--- config.mk ---
export PLATFORM = sky130hd
export DESIGN_NAME = twi_stage_sched
export DESIGN_NICKNAME = d
export VERILOG_FILES = /design/src/rtl/twi_stage_sched.sv
export SDC_FILE = /design/constraint.sdc
export NUM_CORES = 1
export LEC_CHECK = 0
export BUFFER_PORTS_ARGS = -buffer_cell sky130_fd_sc_hd__buf_2
export CAP_MARGIN = 15
export CORE_ASPECT_RATIO = 0.8
export CORE_MARGIN = 2
export CORE_UTILIZATION = 50
export DETAILED_ROUTE_END_ITERATION = 12
export PLACE_DENSITY_LB_ADDON = 0.2
export SYNTH_ARGS = -nofsm -noshare
export SYNTH_HDL_FRONTEND = slang
export SYNTH_SLANG_ARGS = --single-unit
--- constraint.sdc ---
create_clock -name clk -period 3.94 [get_ports clk]
set_clock_uncertainty 0.2 [all_clocks]
set_input_delay 0.394 -clock clk [delete_from_list [all_inputs] [get_ports clk]]
set_output_delay 0.394 -clock clk [all_outputs]
set_load 0.02 [all_outputs]
--- src/rtl/twi_stage_sched.sv ---
// Stage/group sequencer for the radix-16 FFT datapath: issues one beat per butterfly group
// (bank, address, stage, twiddle index) and inserts a drain gap between stages.
module twi_stage_sched #(
  parameter int A_WIDTH   = 9,
  parameter int NUM_STAGE = 4,
  parameter int S_WIDTH   = 2,
  parameter int DRAIN     = 5
) (
  input  logic               clk,
  input  logic               rst,
  input  logic               start,
  input  logic               out_ready,
  output logic               busy,
  output logic               done,
  output logic               out_valid,
  output logic               BN_out,
  output logic [A_WIDTH-1:0] MA_out,
  output logic [S_WIDTH-1:0] stage_out,
  output logic [A_WIDTH:0]   tw_idx,
  output logic               tw_en
);

  localparam int                 GW     = A_WIDTH + 1;
  localparam logic [GW-1:0]      G_LAST = '1;
  localparam logic [S_WIDTH-1:0] S_LAST = S_WIDTH'(NUM_STAGE - 1);
  localparam int                 DW     = (DRAIN > 1) ? $clog2(DRAIN) : 1;
  localparam logic [DW-1:0]      D_LAST = DW'((DRAIN > 0) ? DRAIN - 1 : 0);

  typedef enum logic [1:0] {ST_IDLE, ST_RUN, ST_DRAIN, ST_DONE} state_t;

  // Twiddle index: keep the group bits that still select a distinct twiddle at this
  // stage, scaled up by 16^S; zero once the stage consumes every group bit.
  function automatic logic [GW-1:0] tw_of(input logic [GW-1:0] g, input logic [S_WIDTH-1:0] s);
    int            sh;
    logic [GW-1:0] m;
    sh = 4 * int'(s);
    m  = '1;
    if (sh >= GW) return '0;
    m = m >> sh;
    return (g & m) << sh;
  endfunction

  state_t             r_state;
  logic [GW-1:0]      r_g;
  logic [S_WIDTH-1:0] r_s;
  logic [DW-1:0]      r_dcnt;
  logic               r_valid;
  logic               r_busy;
  logic               r_done;
  logic               r_bn;
  logic [A_WIDTH-1:0] r_ma;
  logic [S_WIDTH-1:0] r_stage;
  logic [GW-1:0]      r_tw;
  logic               r_twen;

  logic               w_acc;
  logic               w_g_last;
  logic               w_s_last;
  logic               w_d_last;
  logic               w_load;
  logic               w_fin;
  logic [GW-1:0]      w_ld_g;
  logic [S_WIDTH-1:0] w_ld_s;

  assign w_acc    = r_valid & out_ready;
  assign w_g_last = (r_g == G_LAST);
  assign w_s_last = (r_s == S_LAST);
  assign w_d_last = (r_dcnt == D_LAST);

  // Coordinates of the beat loaded next: next group in this stage, first group of
  // the next stage, or (from IDLE) the very first beat.
  always_comb begin
    w_ld_g = '0;
    w_ld_s = '0;
    if (r_state == ST_RUN && !w_g_last) begin
      w_ld_g = r_g + GW'(1);
      w_ld_s = r_s;
    end else if (r_state != ST_IDLE) begin
      w_ld_s = r_s + S_WIDTH'(1);
    end
  end

  always_comb begin
    w_load = 1'b0;
    w_fin  = 1'b0;
    case (r_state)
      ST_IDLE:  w_load = start;
      ST_RUN: begin
        w_load = w_acc & (!w_g_last | ((DRAIN == 0) & !w_s_last));
        w_fin  = w_acc & w_g_last & (DRAIN == 0) & w_s_last;
      end
      ST_DRAIN: begin
        w_load = w_d_last & !w_s_last;
        w_fin  = w_d_last & w_s_last;
      end
      default: ;
    endcase
  end

  always_ff @(posedge clk) begin
    if (rst) begin
      r_state <= ST_IDLE;
      r_g     <= '0;
      r_s     <= '0;
      r_dcnt  <= '0;
      r_valid <= 1'b0;
      r_busy  <= 1'b0;
      r_done  <= 1'b0;
      r_bn    <= 1'b0;
      r_ma    <= '0;
      r_stage <= '0;
      r_tw    <= '0;
      r_twen  <= 1'b0;
    end else begin
      r_done <= 1'b0;
      case (r_state)
        ST_RUN: begin
          if (w_acc && w_g_last && (DRAIN > 0)) begin
            r_state <= ST_DRAIN;
            r_valid <= 1'b0;
            r_dcnt  <= '0;
            r_g     <= '0;
          end
        end
        ST_DRAIN: r_dcnt  <= r_dcnt + DW'(1);
        ST_DONE:  r_state <= ST_IDLE;
        default: ;
      endcase
      if (w_load) begin
        r_state <= ST_RUN;
        r_valid <= 1'b1;
        r_busy  <= 1'b1;
        r_g     <= w_ld_g;
        r_s     <= w_ld_s;
        r_bn    <= ^w_ld_g;
        r_ma    <= w_ld_g[A_WIDTH:1];
        r_stage <= w_ld_s;
        r_tw    <= tw_of(w_ld_g, w_ld_s);
        r_twen  <= (w_ld_s != S_LAST);
      end
      if (w_fin) begin
        r_state <= ST_DONE;
        r_valid <= 1'b0;
        r_busy  <= 1'b0;
        r_done  <= 1'b1;
        r_g     <= '0;
        r_s     <= '0;
      end
    end
  end

  assign busy      = r_busy;
  assign done      = r_done;
  assign out_valid = r_valid;
  assign BN_out    = r_bn;
  assign MA_out    = r_ma;
  assign stage_out = r_stage;
  assign tw_idx    = r_tw;
  assign tw_en     = r_twen;

endmodule

# After elaboration in Yosys (flattened, before gate mapping)
# Cells that the tools add are included.
dict set report classes {
  n_addsub 3
  order_cmp 1
  n_eq_ne 9
  n_shift 2
  muxes 23
  bitwise 5
  reduce_logical 15
}
# op n
set op_table {}
lappend op_table {{$mux W10} 6}
lappend op_table {{$add A10 B1 Y10 const B} 1}
lappend op_table {{$and A10 B10 Y10} 1}
lappend op_table {{$eq A10 B10 Y1 const B} 1}
lappend op_table {{$mux W2} 5}
lappend op_table {{$reduce_xor A10 Y1} 1}
lappend op_table {{$shl A10 B4 Y10} 1}
lappend op_table {{$shr A10 B4 Y10 const A} 1}
lappend op_table {{$mux W1} 8}
lappend op_table {{$reduce_bool A2 Y1} 4}
lappend op_table {{$eq A2 B2 Y1 const B} 3}
lappend op_table {{$pmux W3 S2} 1}
lappend op_table {{$reduce_and A2 Y1} 3}
lappend op_table {{$and A1 B1 Y1} 4}
lappend op_table {{$ge A4 B4 Y1 const B} 1}
lappend op_table {{$ne A4 B3 Y1 const B} 1}
lappend op_table {{$pmux W2 S2} 1}
lappend op_table {{$reduce_bool A4 Y1} 1}
lappend op_table {{$add A3 B1 Y3 const B} 1}
lappend op_table {{$eq A3 B3 Y1 const B} 1}
lappend op_table {{$mux W3} 1}
lappend op_table {{$pmux W1 S3} 1}
lappend op_table {{$add A2 B1 Y2 const B} 1}
lappend op_table {{$eq A2 B1 Y1 const B} 1}
lappend op_table {{other kinds (6)} 8}
dict set report word_totals {
  register_bits 43
  inputBits 4
  out_inout_bits 26
}

# Longest topological paths before layout
# Gate-level depths: netlist of the first run.
dict set report logic_depth {
  word_depth 9
  ltp_mapped 11
  mapped_depth_nobuf 8
}

# Least setup slack after synthesis of the first run
# Ideal clock, no wire load.
dict set report synth_path {
  path_kind {register to register}
  startpoint {register r_g[1]}
  endpoint {register r_bn, in the netlist BN_out}
  setup_time_ns 0.088
  t_arrival_ns 2.078
  required_time_ns 3.652
  setup_slack_ns 1.574
  path_stages_with_launch 11
  path_buffers 2
  path_cell_list {dfxtp_1 ha_1 buf_4 and3_1 buf_4 nand3_1 xor2_1 xnor2_1 xnor3_1 a21o_1 a311oi_2}
}
dict set report synth_via {
  elab_chain_cells 5
}
# item line_no
set synth_rtl {}
lappend synth_rtl {{start: declaration} 44} ;# logic [GW-1:0] r_g;
lappend synth_rtl {{start signal: assignment} 133} ;# r_g <= w_ld_g;
lappend synth_rtl {{branches (longest 5 deep; another with $add A10 B1 Y10)} -}
lappend synth_rtl {{end signal: assignment} 135} ;# r_bn <= ^w_ld_g;
lappend synth_rtl {{end: declaration} 50} ;# logic r_bn;
# Several ways; the timed one is not identified.
# A chain may end at the register's enable or synchronous reset.

# Final worst setup path of the first run
dict set report layout_path {
  startpoint {register r_g[0]}
  endpoint {register r_tw[2], in the netlist tw_idx[2]}
}
dict set report layout_via {
  elab_chain_cells 9
}
# item line_no
set layout_rtl {}
lappend layout_rtl {{branches (longest 9 deep; another with $eq A10 B10 Y1)} -}
lappend layout_rtl {{end signal: assignment} 138} ;# r_tw <= tw_of(w_ld_g, w_ld_s);
lappend layout_rtl {{end: declaration} 53} ;# logic [GW-1:0] r_tw;
# Several ways; the timed one is not identified. The select of a mux whose other input is x is not followed.

==> results.cfg, run 1 <==
[clock_network]
clk_latency_ns = 0.30
cts-resized-gates = 0
cts_buffers = 5
clockBufferDepth = 2
cts_htree_levels = 2
hold_buffers = 0
path_clk_slew_ns = 0.09
cts_tree = done
cts_setup_buffers = 0
clock_sinks = 43
root_buffer = clkbuf_8

[global_routing]
first_global_vias = 1772
use_met1 = 0.341
grt_pass1_wl_mm = 8.71
grt-ovfl-total = 0
grt_busiest_layer = met1
grt.total_usage = 0.227
use_met2 = 0.318
grtUsageMet3 = 0.0549
grt_start_max_net_pins = 31
grt_antenna_before_repair = 0

[layout]
antenna_cells = 0
design_area_sq_um = 2400
instances_no_fill = 341
final_nets = 291
area_growth_pct = 11.6
drive_gt1_frac = 0.169

[route]
post-route-drc-count = 0
ant_nets = 0
drtPass1Iterations = 4
vias = 1872
drt_iter0_drc = 184
wl_per_cell_microns = 15.0
viasPerCell = 5.49
drt_wl_total_mm = 5.11

[critical_path]
critPathCapture = tw_idx[2]
r2r_start = r_g[0]
crit_path_start = r_g[0]
cp_cell_sequence = ha_1 > and3_1 > nand4_2 > and2_1 > nor2_2 > buf_4 > nor3_1 > a22oi_1 > nor2_1
ff2ff_setup_slack_ns = 0.70
end_kind = flop
arrival_ns = 3.21
crit_path_max_fanout = 14
crit_family = simple AND/OR/NAND/NOR gates
crit_cells = 9
rr_worst_depth = 9
cp_slowest_cell = dfxtp_1
worst-path-buf-inv = 1
start_kind = flop
slowest_delay_ns = 0.49
worst-setup-path-type = reg -> reg
r2r_end = tw_idx[2]
cp.required_ns = 3.92

[sta]
fmax_mhz = 309
rsz0062_at_grt = false
worst_slew_pin_slew_ns = 0.680
fin_hold_ws_ns = 0.261
period_needed_ns = 3.24
finalHoldViolCount = 0
setup-tns-final_ns = 0
fin_crit_sh = 0.822
slew_headroom = 0.547
slew_violations = 0
setup_viol_count_final = 0

[placement]
dp_cells = 333
place_area_sq_um = 2280
portBuffers = 29
dpl.hpwl_mm = 3.66
place_congestion = 0.894

[floorplanning]
die-area_sq_um = 4840
die_height_microns = 62.6
start_util = 0.517
core_area_sq_um = 4150
rows = 21
die_x_microns = 77.3
ios = 30

[synth]
synthArstFlopShare = 0
synth_cells = 262
ys_seq_area_frac = 0.401
synth_nets = 270
ys_seq_elements = 43
synth_edf_count = 0
syn_area_sq_um = 2150
synthDistinctLibCells = 48
ys.flop_type = dfxtp_1
ys_warn_count = 0
postSynthAreaPerCell_sq_um = 8.20

[flow_run]
maxCapViolations = 0

[power]
ir_worst_vdd_v = 0.000281
leakage_nw = 0.913
power.density_nw_per_um2 = 373

[run_status]
outcome = finished, final reports clean

[min_path]
hold_class = reg -> reg
## state kept, by name, summed over array words and instances, names as in the netlist, 2 cells and up
signal / count
r_state: 2
stage_out: 2
r_s: 2
r_g: 10
tw_idx: 10
MA_out: 9
r_dcnt: 3
## cell usage after synthesis (2+ instances only)
cell | n | area, sq um
ha_1 | 4 | 50.1
nand2b_1 | 8 | 50.1
xor2_1 | 7 | 61.3
nand4_1 | 4 | 25.0
nor2_1 | 36 | 135
nor2_2 | 2 | 12.5
xnor2_1 | 6 | 52.6
a32oi_1 | 3 | 26.3
mux2i_1 | 3 | 30.0
nor2b_1 | 2 | 12.5
dfxtp_1 | 43 | 861
o21ai_0 | 10 | 50.1
nand3b_1 | 2 | 15.0
clkbuf_1 | 5 | 18.8
nor3_1 | 10 | 50.1
inv_1 | 3 | 11.3
buf_6 | 2 | 22.5
nand2_1 | 32 | 120
and2_1 | 2 | 12.5
nand3_1 | 8 | 40.0
o211ai_1 | 3 | 22.5
or3_1 | 2 | 12.5
buf_4 | 3 | 22.5
buf_2 | 7 | 35.0
a22oi_1 | 3 | 22.5
a21oi_1 | 30 | 150
## metal layers
metal	up-vias	routed length, microns
met4	0	50
met2	62	2150
met1	844	2580
li1	960	-
met5	-	0
met3	6	337
## worst reg2reg max path, delay by kind of cell (launching register included)
family / cells / cell delay (ns)
adders and majority gates: 1 / 0.36
AOI/OAI and AO/OA: 1 / 0.15
buffers and inverters: 1 / 0.29
DFF: 1 / 0.49
and+or+nand+nor: 6 / 1.63
## worst min path at each step
| stage | start | endpoint | slack, ns | depth (start not counted) |
|---|---|---|---|---|
| after floorplan | r_g[7] | r_g[7] | 0.27 | 2 |
| after global placement | tw_idx[5] | tw_idx[5] | 0.24 | 2 |
| after detailed placement | MA_out[4] | MA_out[4] | 0.25 | 2 |
| after CTS | MA_out[7] | MA_out[7] | 0.27 | 2 |
| after global routing | tw_idx[4] | tw_idx[4] | 0.28 | 2 |
| final | MA_out[7] | MA_out[7] | 0.26 | 2 |
## power breakdown
part | leakage, nW | internal, W | total (W) | switching [W]
logic | 0.506 | 0.0000244 | 0.0000837 | 0.0000593
registers | 0.348 | 0.000444 | 0.000452 | 0.00000870
clock network | 0.0587 | 0.000192 | 0.000358 | 0.000165
## cells in the final DEF (no fill, tap or decap), drive strengths merged, types with 3 or more instances in the layout
cell | synthesis | layout
xnor2 | 7 | 7
o21ai | 10 | 10
dfxtp | 43 | 43
buf | 12 | 31
mux2i | 3 | 3
clkbuf | 5 | 5
nand2b | 8 | 8
o211ai | 4 | 4
a22oi | 3 | 3
ha | 4 | 4
nand4 | 5 | 5
a32oi | 3 | 3
nand2 | 32 | 32
nor3 | 10 | 10
inv | 3 | 4
nor2 | 38 | 38
xor2 | 7 | 7
a21oi | 30 | 30
nand3 | 9 | 9
## kinds of logic after synthesis
kind of cell               Yosys count  share of synthesized area
xor gates and xnor gates            15                     0.0711
DFF                                 43                      0.401
AOI/OAI and AO/OA                   62                      0.182
adders and majority gates            4                     0.0233
and+or+nand+nor                    114                      0.253
muxes                                4                     0.0192
buffers and inverters               20                     0.0512
## area by class of cell
type,instances,area [sq um]
Sequential cell,43,861
Timing Repair Buffer,31,160
Fill cell,413,1750
Clock inverter,3,47.5
Inverter,3,11.3
Multi-Input combinational cell,199,1180
Clock buffer,5,68.8
Tap cell,57,71.3
## per-stage QoR
stage,util,setup slack [ns],power [W]
final,0.577,0.702,0.000894
after global routing,0.577,0.461,0.000933
after CTS,0.577,0.736,0.000899
after floorplan,-,1.57,0.000522
after global placement,0.549,0.886,0.000545
after detailed placement,0.549,0.791,0.000545
(Power assumes the default switching activity.)
==> run 2: changes to the inputs <==
==> constraint.sdc (replaced) <==
create_clock -name clk -period 3.1 [get_ports clk]
set_clock_uncertainty 0.2 [all_clocks]
set_input_delay 0.31 -clock clk [delete_from_list [all_inputs] [get_ports clk]]
set_output_delay 0.31 -clock clk [all_outputs]
set_load 0.02 [all_outputs]
==> run 2 against run 1 <==
Worst setup slack lost 0.37 ns. Via count grew 4.8%. Final area rose by 1.4%. Utilization grew 0.81 points. Fmax up 17%. Critical path depth fell by 2. Sequential power rose by 27%. Non-clock buffer count rose by 4. Die area unchanged. Power rose by 27%. Largest cell class unchanged. Largest power group unchanged.
==> results.cfg, run 2 (same netlist as run 1, synthesis figures left out) <==
[placement]
place_congestion = 0.951
dp_cells = 337
portBuffers = 29
dpl.hpwl_mm = 3.67
dp_worst_setup_slack_ns = 0.301

[power]
pwr-share-comb = 0.099
ir_worst_vdd_v = 0.000260
p_switching_w = 0.000292
p_clk_frac = 0.395
leakage_nw = 0.931
swShare = 0.258
power.density_nw_per_um2 = 466
power_frac_seq = 0.506
p_int_w = 0.000842

[global_routing]
grt_pass1_wl_mm = 8.34
grt.total_usage = 0.216
grt_start_max_net_pins = 31
first_global_vias = 1729
grt_antenna_before_repair = 0
grt-ovfl-total = 0

[sta]
worst_slew_pin_slew_ns = 0.673
slew_headroom = 0.550
finalHoldViolCount = 0
setup-tns-final_ns = 0
fmax_mhz = 362
period_needed_ns = 2.76
setup_viol_count_final = 0
fin_hold_ws_ns = 0.259
fin_crit_sh = 0.891
rsz0062_at_grt = false
slew_violations = 0
finalWorstSetupSlack_ns = 0.336

[clock_network]
cts_setup_buffers = 0
clockBufferDepth = 2
cts-resized-gates = 0
cts_htree_levels = 2
root_buffer = clkbuf_8
cts_buffers = 5
hold_buffers = 0
clk_latency_ns = 0.30
cts_tree = done
path_clk_slew_ns = 0.09
clock_sinks = 43

[critical_path]
end_kind = flop
critPathCapture = r_g[9]
r2r_start = r_g[1]
start_kind = flop
arrival_ns = 2.72
crit_path_max_fanout = 14
cp.required_ns = 3.06
crit_path_start = r_g[1]
worst-setup-path-type = reg -> reg
rr_worst_depth = 7
ff2ff_setup_slack_ns = 0.34
r2r_end = r_g[9]

[route]
viasPerCell = 5.68
drt_iter0_drc = 147
post-route-drc-count = 0
vias = 1961
drt_wl_total_mm = 5.03
drtPass1Iterations = 4
wl_per_cell_microns = 14.6
ant_nets = 0

[floorplanning]
die_height_microns = 62.6
die_x_microns = 77.3
core_area_sq_um = 4150
start_util = 0.517
die-area_sq_um = 4840
ios = 30
rows = 21

[layout]
instances_no_fill = 345
fillers = 412
area_growth_pct = 13.2
final_nets = 295
fin_util = 0.586
mostFrequentLayoutCells = 43 x dfxtp_1, 36 x nor2_1, 32 x nand2_1, 30 x a21oi_1, 29 x buf_2
drive_gt1_frac = 0.181
antenna_cells = 0
layout_commonest_cell = dfxtp_1

[run_status]
outcome = finished, final reports clean

[min_path]
hold_class = reg -> reg

[flow_run]
maxCapViolations = 0
[run 2: cell types whose count changed in the layout (fill, tap and decap cells not counted), sizes merged]
| cell | previous run | this run |
|---|---|---|
| buf | 31 | 35 |
| clkinv | 1 | 0 |
| clkinvlp | 0 | 1 |
[run 2: metal layers]
metal,global-route usage,vias to the layer above,wire (microns)
met5,0,-,0
met4,0.0737,0,55
met3,0.0535,8,275
met2,0.305,57,2110
met1,0.320,926,2590
li1,-,970,-
[run 2: power groups by stage]
stage / clock [W] / sequential [W] / combinational [W]
after floorplan: 0 / 0.000595 / 0.0000676
after global placement: 0 / 0.000587 / 0.000110
after detailed placement: 0 / 0.000587 / 0.000111
after CTS: 0.000461 / 0.000574 / 0.000111
after global routing: 0.000480 / 0.000576 / 0.000123
final: 0.000447 / 0.000574 / 0.000112
[run 2: worst min path at each step]
stage / start / endpoint / slack (ns) / depth (start not counted)
floorplan: r_g[7] / r_g[7] / 0.27 / 2
global placement: MA_out[3] / MA_out[3] / 0.24 / 2
detailed placement: tw_idx[3] / tw_idx[3] / 0.25 / 2
CTS: out_ready / r_state[0] / 0.25 / 4
global route: MA_out[6] / MA_out[6] / 0.28 / 2
finish: MA_out[6] / MA_out[6] / 0.26 / 2
[run 2: critical path: stages, from the launching register on]
cell	delay (ns)
dfxtp_1	0.43
ha_1	0.34
and3_1	0.32
nand4_2	0.35
nand2_1	0.28
nand2b_1	0.37
nand3_1	0.26
a21oi_1	0.08
[run 2: final cells by class]
cell class	instances	area [sq um]	share of cell area
Clock buffer	5	68.8	0.0283
Tap cell	57	71.3	0.0293
Multi-Input combinational cell	199	1180	0.486
Timing Repair Buffer	35	190	0.0782
Inverter	3	11.3	0.00463
Clock inverter	3	46.3	0.0190
Sequential cell	43	861	0.354
[run 2: through the flow]
| stage | power, W | area, sq um |
|---|---|---|
| after CTS | 0.00115 | 2430 |
| after global placement | 0.000697 | 2310 |
| after detailed placement | 0.000697 | 2310 |
| after global routing | 0.00118 | 2430 |
| final | 0.00113 | 2430 |
| after floorplan | 0.000663 | 2150 |
==> run 3: changes to the inputs <==
--- a/config.mk
+++ b/config.mk
@@ -5,7 +5,8 @@
 export SDC_FILE = /design/constraint.sdc
 export NUM_CORES = 1
 export LEC_CHECK = 0
-export BUFFER_PORTS_ARGS = -buffer_cell sky130_fd_sc_hd__buf_2
+export ABC_AREA = 1
+export BUFFER_PORTS_ARGS = -buffer_cell sky130_fd_sc_hd__buf_4
 export CAP_MARGIN = 15
 export CORE_ASPECT_RATIO = 0.8
 export CORE_MARGIN = 2
==> run 3 against run 2 <==
Final cell count increased by 15%. Non-clock buffer count shrank 5. Via count is 1.2% higher. Critical path type unchanged. Critical endpoint is now r_g[2].
==> results.cfg, run 3 <==
[run_status]
outcome = finished, final reports clean

[synth]
syn_area_sq_um = 2200
synth_top_area_frac = 0.391
yosysMostFrequentCell = nand2_1
synthDistinctLibCells = 34
ys_top_cells_by_count = 103 x nand2_1, 43 x dfxtp_1, 33 x a21oi_1
ys_seq_elements = 43
ys_warn_count = 0
synth_nets = 319
yosys-top-cells-area = dfxtp_1 39%, nand2_1 18%, a21oi_1 7.5%, inv_1 5.5%, nor2_1 3.4%
synth_cells = 311
ys_seq_area_frac = 0.391
postSynthAreaPerCell_sq_um = 7.08
synth_edf_count = 0
synthArstFlopShare = 0
synth_top_area_cell = dfxtp_1
ys.flop_type = dfxtp_1

[floorplanning]
ios = 30
die_x_microns = 78.2
die_height_microns = 63.4
start_util = 0.524
die-area_sq_um = 4950
rows = 21
core_area_sq_um = 4200

[layout]
drive_gt1_frac = 0.165
design_area_sq_um = 2530
regArea_sq_um = 861
fin_util = 0.601
antenna_cells = 0
fillers = 408
mostFrequentLayoutCells = 103 x nand2_1, 43 x dfxtp_1, 33 x a21oi_1, 32 x inv_1, 30 x buf_4
area_growth_pct = 14.7
multiInputGateArea_sq_um = 1140
layout_commonest_cell = nand2_1
final_nets = 346

[clock_network]
cts_htree_levels = 2
clockBufferDepth = 2
path_clk_slew_ns = 0.08
cts-resized-gates = 0
hold_buffers = 0
clk_latency_ns = 0.30
cts_setup_buffers = 0
root_buffer = clkbuf_8
cts_buffers = 5
cts_tree = done
clock_sinks = 43

[min_path]
hold_depth = 2
hold_class = in -> reg
hold_start = rst
hold_end = tw_idx[9]

[global_routing]
grt-ovfl-total = 0
grt_pass1_wl_mm = 8.48
first_global_vias = 1771
grt_busiest_layer = met2
grt_start_max_net_pins = 28
grt.total_usage = 0.219
grt_antenna_before_repair = 0
use_met1 = 0.313
use_met2 = 0.323
grtUsageMet3 = 0.0487

[sta]
slew_violations = 0
setup_viol_count_final = 0
worst_slew_pin_slew_ns = 0.546
slew_headroom = 0.635
period_needed_ns = 2.49
fin_hold_ws_ns = 0.176
finalHoldViolCount = 0
fmax_mhz = 402
rsz0062_at_grt = false
setup-tns-final_ns = 0
fin_crit_sh = 0.803

[critical_path]
end_kind = flop
cpMostUsedCell = inv_2
start_kind = flop
ff2ff_setup_slack_ns = 0.61
crit_path_max_fanout = 24
slowest_delay_ns = 0.44
cp_slowest_cell = dfxtp_1
rr_worst_depth = 12
cp_cell_sequence = ha_1 > nand2_1 > nor2_2 > nand3_4 > nand2_4 > inv_2 > nand3_2 > nand2_2 > inv_2 > nor2_1 > inv_1 > a21oi_1
r2r_start = r_g[0]
r2r_end = r_g[2]
arrival_ns = 2.45
crit_path_start = r_g[0]
worst-setup-path-type = reg -> reg
cp.required_ns = 3.06

[power]
ir_worst_vdd_v = 0.000298
power.density_nw_per_um2 = 454
leakage_nw = 1.08

[route]
drt_iter0_drc = 82
viasPerCell = 5.01
wl_per_cell_microns = 12.4
vias = 1985
post-route-drc-count = 0
drt_wl_total_mm = 4.92
drtPass1Iterations = 4
ant_nets = 0

[flow_run]
maxCapViolations = 0

[placement]
dpl.hpwl_mm = 3.77
place_congestion = 0.973
portBuffers = 29
place_area_sq_um = 2430
## run 3: changes by cell type after synthesis, moves of 4 or more
cell	previous run	this run
inv_1	3	32
nand2b_1	8	0
nor3_1	10	4
o21ai_0	10	6
nand2_1	32	103
buf_2	7	3
nor2_1	36	20
xnor2_1	6	2
xor2_1	7	2
nand2_2	0	4
nand3_1	8	12
## run 3: layout make-up
class / count / area share
multi-input combinational: 224 / 0.452
sequential: 43 / 0.341
timing repair buffer: 30 / 0.0892
tap: 57 / 0.0282
inverter: 34 / 0.0505
clock buffer: 8 / 0.0396
## run 3: through the flow
| stage | setup WS (ns) | instances | power (W) |
|---|---|---|---|
| after floorplan | 1.09 | 311 | 0.000733 |
| after global placement | 0.757 | 388 | 0.000770 |
| after detailed placement | 0.637 | 388 | 0.000773 |
| after CTS | 0.622 | 396 | 0.00116 |
| after global routing | 0.390 | 396 | 0.00122 |
| final | 0.611 | 396 | 0.00115 |
## run 3: worst max path at each step
| stage | end | cells past startpoint |
|---|---|---|
| after floorplan | BN_out | 17 |
| after global placement | r_g[2] | 12 |
| after detailed placement | r_g[2] | 12 |
| after CTS | r_g[2] | 12 |
| after global routing | r_g[2] | 12 |
| final | r_g[2] | 12 |
## run 3: cells by family after synthesis
| logic type | synth area share |
|---|---|
| and+or+nand+nor | 0.323 |
| buffers and inverters | 0.0909 |
| AOI/OAI and AO/OA | 0.157 |
| xor gates and xnor gates | 0.0159 |
| adders and majority gates | 0.0227 |
| DFF | 0.391 |
## run 3: worst max-delay path: cells and delay by family (launching register included)
family          cells  cell delay, ns
compound gates      1            0.06
fa+ha+maj           1            0.25
buf+inv             3            0.55
flops               1            0.44
simple gates        7            0.87
## run 3: power by group
part | total [W] | switching, W | leakage [nW] | internal (W)
Clock | 0.000387 | 0.000184 | 0.0515 | 0.000203
Combinational | 0.000175 | 0.000118 | 0.680 | 0.0000567
Sequential | 0.000584 | 0.0000135 | 0.349 | 0.000571
Total | 0.00115 | 0.000316 | 1.08 | 0.000831
## run 3: routing by layer
layer / vias up / part of all wire / wire, microns
met3: 7 / 0.065 / 318
li1: 1061 / - / -
met2: 54 / 0.41 / 2020
met4: 0 / 0.013 / 65
met1: 863 / 0.51 / 2520
met5: - / 0 / 0
